<file path="src/rtl/uart_byte_rx_if.sv">
// Receiver-side signal bundle: the serial line in, byte strobes and status out.
interface uart_byte_rx_if;
  logic       rx;
  logic       rx_done;
  logic [7:0] rx_data_out;
  logic       frame_err;
  logic       rx_busy;

  // master drives the line and consumes bytes; slave is the receiver
  modport master (output rx, input rx_done, rx_data_out, frame_err, rx_busy);
  modport slave  (input rx, output rx_done, rx_data_out, frame_err, rx_busy);
endinterface

</file>
<file path="src/rtl/uart_byte_rx.sv">
// 8N1 LSB-first UART byte receiver with line-idle arming, 3-sample majority
// voting around each bit centre and framing-error reporting.
//
// state | meaning
// ARM   | wait for CPB consecutive high cycles before trusting the line
// IDLE  | line idle, waiting for the falling edge of a start bit
// START | timing the start bit, rejecting it if the vote says high
// DATA  | assembling 8 data bits LSB first
// STOP  | voting the stop bit; deliver byte or flag a framing error
module uart_byte_rx #(
  parameter int CLK_HZ = 100_000_000,
  parameter int BAUD   = 115200
) (
  input  logic          clk,
  input  logic          reset,
  uart_byte_rx_if.slave bus
);
  localparam int CPB  = CLK_HZ / BAUD;
  localparam int HALF = CPB / 2;
  localparam int CW   = $clog2(CPB);

  localparam logic [CW-1:0] CNT_LAST   = CW'(CPB - 1);
  localparam logic [CW-1:0] CNT_EARLY  = CW'(HALF - 1);
  localparam logic [CW-1:0] CNT_MID    = CW'(HALF);
  localparam logic [CW-1:0] CNT_DECIDE = CW'(HALF + 1);

  if (CPB < 8) begin : g_cpb_check
    $error("uart_byte_rx: CLK_HZ/BAUD must be at least 8");
  end

  typedef enum logic [2:0] {ST_ARM, ST_IDLE, ST_START, ST_DATA, ST_STOP} state_t;

  state_t        state_q, state_d;
  logic [CW-1:0] cnt_q, cnt_d;
  logic [2:0]    bit_q, bit_d;
  logic [7:0]    shreg_q, shreg_d;
  logic [7:0]    data_q, data_d;
  logic          done_q, done_d;
  logic          ferr_q, ferr_d;
  logic          smp0_q, smp0_d;
  logic          smp1_q, smp1_d;
  logic          rx_s1_q, rx_s2_q;
  logic          at_decide;
  logic          vote;

  // two-flop synchronizer for the asynchronous line; idles high out of reset
  always_ff @(posedge clk) begin
    if (reset) begin
      rx_s1_q <= 1'b1;
      rx_s2_q <= 1'b1;
    end else begin
      rx_s1_q <= bus.rx;
      rx_s2_q <= rx_s1_q;
    end
  end

  // the third vote is the live synchronized sample at the decision cycle
  assign at_decide = (cnt_q == CNT_DECIDE);
  assign vote      = (smp0_q & smp1_q) | (smp0_q & rx_s2_q) | (smp1_q & rx_s2_q);

  // FSM and datapath registers
  always_ff @(posedge clk) begin
    if (reset) begin
      state_q <= ST_ARM;
      cnt_q   <= '0;
      bit_q   <= '0;
      shreg_q <= '0;
      data_q  <= '0;
      done_q  <= 1'b0;
      ferr_q  <= 1'b0;
      smp0_q  <= 1'b0;
      smp1_q  <= 1'b0;
    end else begin
      state_q <= state_d;
      cnt_q   <= cnt_d;
      bit_q   <= bit_d;
      shreg_q <= shreg_d;
      data_q  <= data_d;
      done_q  <= done_d;
      ferr_q  <= ferr_d;
      smp0_q  <= smp0_d;
      smp1_q  <= smp1_d;
    end
  end

  // next-state, bit timing, sampling and strobe generation
  always_comb begin
    state_d = state_q;
    cnt_d   = cnt_q + CW'(1);
    bit_d   = bit_q;
    shreg_d = shreg_q;
    data_d  = data_q;
    done_d  = 1'b0;
    ferr_d  = 1'b0;
    smp0_d  = smp0_q;
    smp1_d  = smp1_q;

    if (cnt_q == CNT_EARLY) smp0_d = rx_s2_q;
    if (cnt_q == CNT_MID)   smp1_d = rx_s2_q;

    case (state_q)
      ST_ARM: begin
        if (!rx_s2_q) begin
          cnt_d = '0;
        end else if (cnt_q == CNT_LAST) begin
          state_d = ST_IDLE;
          cnt_d   = '0;
        end
      end
      ST_IDLE: begin
        cnt_d = '0;
        if (!rx_s2_q) state_d = ST_START;
      end
      ST_START: begin
        if (at_decide && vote) begin
          state_d = ST_IDLE;
          cnt_d   = '0;
        end else if (cnt_q == CNT_LAST) begin
          state_d = ST_DATA;
          cnt_d   = '0;
          bit_d   = '0;
        end
      end
      ST_DATA: begin
        if (at_decide) shreg_d = {vote, shreg_q[7:1]};
        if (cnt_q == CNT_LAST) begin
          cnt_d = '0;
          if (bit_q == 3'd7) state_d = ST_STOP;
          else               bit_d   = bit_q + 3'd1;
        end
      end
      ST_STOP: begin
        // leave at the decision point so a back-to-back start edge is not missed
        if (at_decide) begin
          cnt_d = '0;
          if (vote) begin
            data_d  = shreg_q;
            done_d  = 1'b1;
            state_d = ST_IDLE;
          end else begin
            ferr_d  = 1'b1;
            state_d = ST_ARM;
          end
        end
      end
      default: begin
        state_d = ST_ARM;
        cnt_d   = '0;
      end
    endcase
  end

  assign bus.rx_done     = done_q;
  assign bus.frame_err   = ferr_q;
  assign bus.rx_data_out = data_q;
  assign bus.rx_busy     = (state_q == ST_START) || (state_q == ST_DATA) || (state_q == ST_STOP);
endmodule

</file>
<file path="src/flat_wrapper.sv">
// flat-port wrapper written by rule: the top's interface ports become plain ports
module uart_byte_rx_flat 
#(
  parameter int CLK_HZ = 100_000_000,
  parameter int BAUD   = 115200
)
  (clk, reset, bus_rx, bus_rx_done, bus_rx_data_out, bus_frame_err, bus_rx_busy);
  uart_byte_rx_if bus_i ();
  input  logic clk;
  input  logic reset;
  input wire logic [$bits(bus_i.rx)-1:0] bus_rx;
  output wire logic [$bits(bus_i.rx_done)-1:0] bus_rx_done;
  output wire logic [$bits(bus_i.rx_data_out)-1:0] bus_rx_data_out;
  output wire logic [$bits(bus_i.frame_err)-1:0] bus_frame_err;
  output wire logic [$bits(bus_i.rx_busy)-1:0] bus_rx_busy;
  assign bus_i.rx = bus_rx;
  assign bus_rx_done = bus_i.rx_done;
  assign bus_rx_data_out = bus_i.rx_data_out;
  assign bus_frame_err = bus_i.frame_err;
  assign bus_rx_busy = bus_i.rx_busy;
  uart_byte_rx #(.CLK_HZ(CLK_HZ), .BAUD(BAUD)) u_core (.clk(clk), .reset(reset), .bus(bus_i));
endmodule
</file>
<file path="config.mk">
export PLATFORM = sky130hd
export DESIGN_NAME = uart_byte_rx_flat
export DESIGN_NICKNAME = d
export VERILOG_FILES = /design/src/rtl/uart_byte_rx_if.sv /design/src/rtl/uart_byte_rx.sv /design/src/flat_wrapper.sv
export SDC_FILE = /design/constraint.sdc
export NUM_CORES = 1
export LEC_CHECK = 0
export ABC_CLOCK_PERIOD_IN_PS = 3070
export CAP_MARGIN = 20
export CELL_PAD_IN_SITES_DETAIL_PLACEMENT = 0
export CELL_PAD_IN_SITES_GLOBAL_PLACEMENT = 1
export CORE_UTILIZATION = 43
export CTS_BUF_LIST = sky130_fd_sc_hd__clkbuf_4
export CTS_CLUSTER_SIZE = 14
export DETAILED_ROUTE_END_ITERATION = 16
export PLACE_DENSITY_LB_ADDON = 0.12
export SETUP_SLACK_MARGIN = 0.1
export SYNTH_ARGS = -nofsm -noshare
export SYNTH_HDL_FRONTEND = slang
export SYNTH_SLANG_ARGS = --single-unit
export TNS_END_PERCENT = 100
</file>
<file path="constraint.sdc">
create_clock -name clk -period 3.07 [get_ports clk]
set_input_delay 0.307 -clock clk [delete_from_list [all_inputs] [get_ports clk]]
set_output_delay 0.307 -clock clk [all_outputs]
set_load 0.05 [all_outputs]
</file>
==> results.toml <==
[setup_path]
crit_buf_inv = 1
cp-end-kind = "primary output"
criticalPathCategory = "flip-flop to primary output"
crit_path_cell_trace = "nand2_1 -> nand2_1 -> clkdlybuf4s50_1"
crit_required_ps = 2760
cp_slowest_stage_delay_ps = 790
critPathArrivalTime_ps = 1960
crit_top_cell = "nand2_1"
cp_top_family = "buffers and inverters"
worstSetupStartpointType = "flip-flop"
slowest_stage = "clkdlybuf4s50_1"
crit_path_max_fanout = 9

[timing]
fin_skew_ps = 11.5
fmax_ghz = 0.440
relSlewSlack = 0.525
setup_viol = 0
tns_ps = 0
fin_crit_ps = 2270
worst_pin_slew_ps = 710
fin_crit_sh = 0.740
finalHoldViolCount = 0
rsz0062_at_grt = "false"
drv_slew = 0

[floorplan]
fp.dieW_um = 64.8
core_um2 = 3720
design.portCount = 14
num_rows = 22
initial_core_util = 0.457
dieArea_um2 = 4200
die_y_um = 64.8

[routing]
wl_per_cell_um = 13.0
dr.pass1.iters = 4
wirelength_um = 3130
drt_iter0_markers = 59
drc = 0
num_vias = 1255
ant_nets = 0
vias_per_cell = 5.21

[clock_tree]
clock-sinks = 38
clkTransAtPathRegs_ps = 100
htreeDepth = 2
post_cts.repair.setup_buffers = 0
ctsHoldBuffers = 0
cts_root_buf = "clkbuf_4"
numCtsBuffers = 5
cts_resized = 0
clk_latency_ps = 330
ctsLongestPathBuffers = 2
cts_tree = "built"

[synth]
yosys.area.top_type_share = 0.448
synth_area_leaders = "dfxtp_1 (45%), mux2i_1 (12%), nor2_1 (8.2%)"
synth_seq_cells = 38
synth_ff_type = "dfxtp_1"
synth_cells = 177
avgSynthCellArea_um2 = 9.59
yosys_warnings = 0
synthArstFlopShare = 0
yosysUniqueCellTypes = 40
synth_edf_count = 0
yosysTopAreaCell = "dfxtp_1"
syn_area_um2 = 1700
seq_area_frac_synth = 0.448
yosysMostFrequentCell = "dfxtp_1"
syn_nets = 185
synth_commonest_cells = "dfxtp_1 (38), nor2_1 (37), mux2i_1 (20)"

[grt]
grt_pass1_vias = 1185
antenna_found_initial = 0
grt_pass1_wl_um = 5330
grt.total_usage = 0.166
grt_max_degree = 22
grt_overflow = 0

[run_status]
status = "completed"

[power_and_ir_drop]
p_sw_uw = 167
p_per_area_nw_per_um2 = 431
switching_share = 0.199
p_comb_frac = 0.030
seqPwrFrac = 0.598
intPower_uw = 672
vdd_ir_drop_max_v = 0.000237
power_uw = 839
p_leak_nw = 0.801
power_frac_clock = 0.372

[final_layout]
final_area_um2 = 1950
final_util = 0.524
n_antenna_cell = 0
syn_to_final_growth_pct = 14.6
stdcell_count = 241
drive_gt1_frac = 0.109
fin_nets = 201

[place]
routabilityCongestion = 0.769
placed_area_um2 = 1870
io_buffers = 13
dp_hpwl_um = 2290
dp.cells = 234

[worst_hold_path]
hp-class = "flip-flop to flip-flop"

[flow_run]
drv_cap = 0
[cell type report]
class / instances / area, um2
multi-input combinational: 130 / 897
tap: 48 / 60.1
clock inverter: 2 / 33.8
fill: 360 / 1770
timing repair buffer: 15 / 145
sequential: 38 / 761
inverter: 3 / 11.3
clock buffer: 5 / 37.5
[placed cells by master, fill, tap and decap left out, drive strengths merged, types with 4 or more instances in the layout]
master         instances
a31oi                  4
clkbuf                 5
clkdlybuf4s50         13
dfxtp                 38
ha                     5
mux2i                 20
nand2                 11
nand2b                 4
nand3                  4
nor2                  38
nor3                   4
or2                    4
xnor2                  5
[stage by stage]
step	setup slack, ps	hold WS, ps
2_1_floorplan	1400	389
3_3_place_gp	1200	403
3_5_place_dp	1160	403
4_1_cts	802	427
5_1_grt	710	435
6_report	799	420
[cells by family after synthesis]
kind of cell,Yosys count,share of synthesized area
flip-flops,38,0.448
adder cells (fa/ha/maj),6,0.0427
AND/OR/NAND/NOR,82,0.251
AO/OA/AOI/OAI,14,0.0752
buffers and inverters,9,0.0236
multiplexers,20,0.118
XOR/XNOR,8,0.0413
[flip-flops by register name, indices dropped and copies added, names as in the netlist]
signal	cells
u_core.shreg_q	8
u_core.bus.rx_done	1
u_core.bus.frame_err	1
u_core.smp0_q	1
u_core.state_q	3
u_core.smp1_q	1
u_core.rx_s2_q	1
u_core.cnt_q	10
u_core.rx_s1_q	1
u_core.bit_q	3
u_core.bus.rx_data_out	8
[metal layers]
layer / track usage / vias up / wire length, um
li1: - / 641 / -
met1: 0.215 / 598 / 1560
met2: 0.266 / 11 / 1470
met3: 0.0423 / 5 / 66
met4: 0.0583 / 0 / 34
met5: 0 / - / 0
[power groups by stage]
stage | registers [mW] | logic [mW] | clock network, mW
2_1_floorplan | 0.512 | 0.0179 | 0
5_1_grt | 0.502 | 0.0292 | 0.344
3_3_place_gp | 0.513 | 0.0246 | 0
4_1_cts | 0.502 | 0.0260 | 0.324
3_5_place_dp | 0.513 | 0.0258 | 0
6_report | 0.502 | 0.0255 | 0.312
[path summary, 6_finish.rpt]
path | cells after the start | slack (ps) | to | start
setup / recovery | 3 | 800 | bus_rx_busy | u_core.state_q[2]$_SDFFE_PP0P_
hold / removal | 1 | 420 | u_core.rx_s2_q$_SDFF_PP1_ | u_core.rx_s1_q$_SDFF_PP1_
setup reg to reg | 6 | 1180 | u_core.cnt_q[7]$_SDFF_PP0_ | u_core.cnt_q[0]$_SDFF_PP0_
hold reg to reg | 1 | 420 | u_core.rx_s2_q$_SDFF_PP1_ | u_core.rx_s1_q$_SDFF_PP1_
Power figures use the tool's default switching activity.
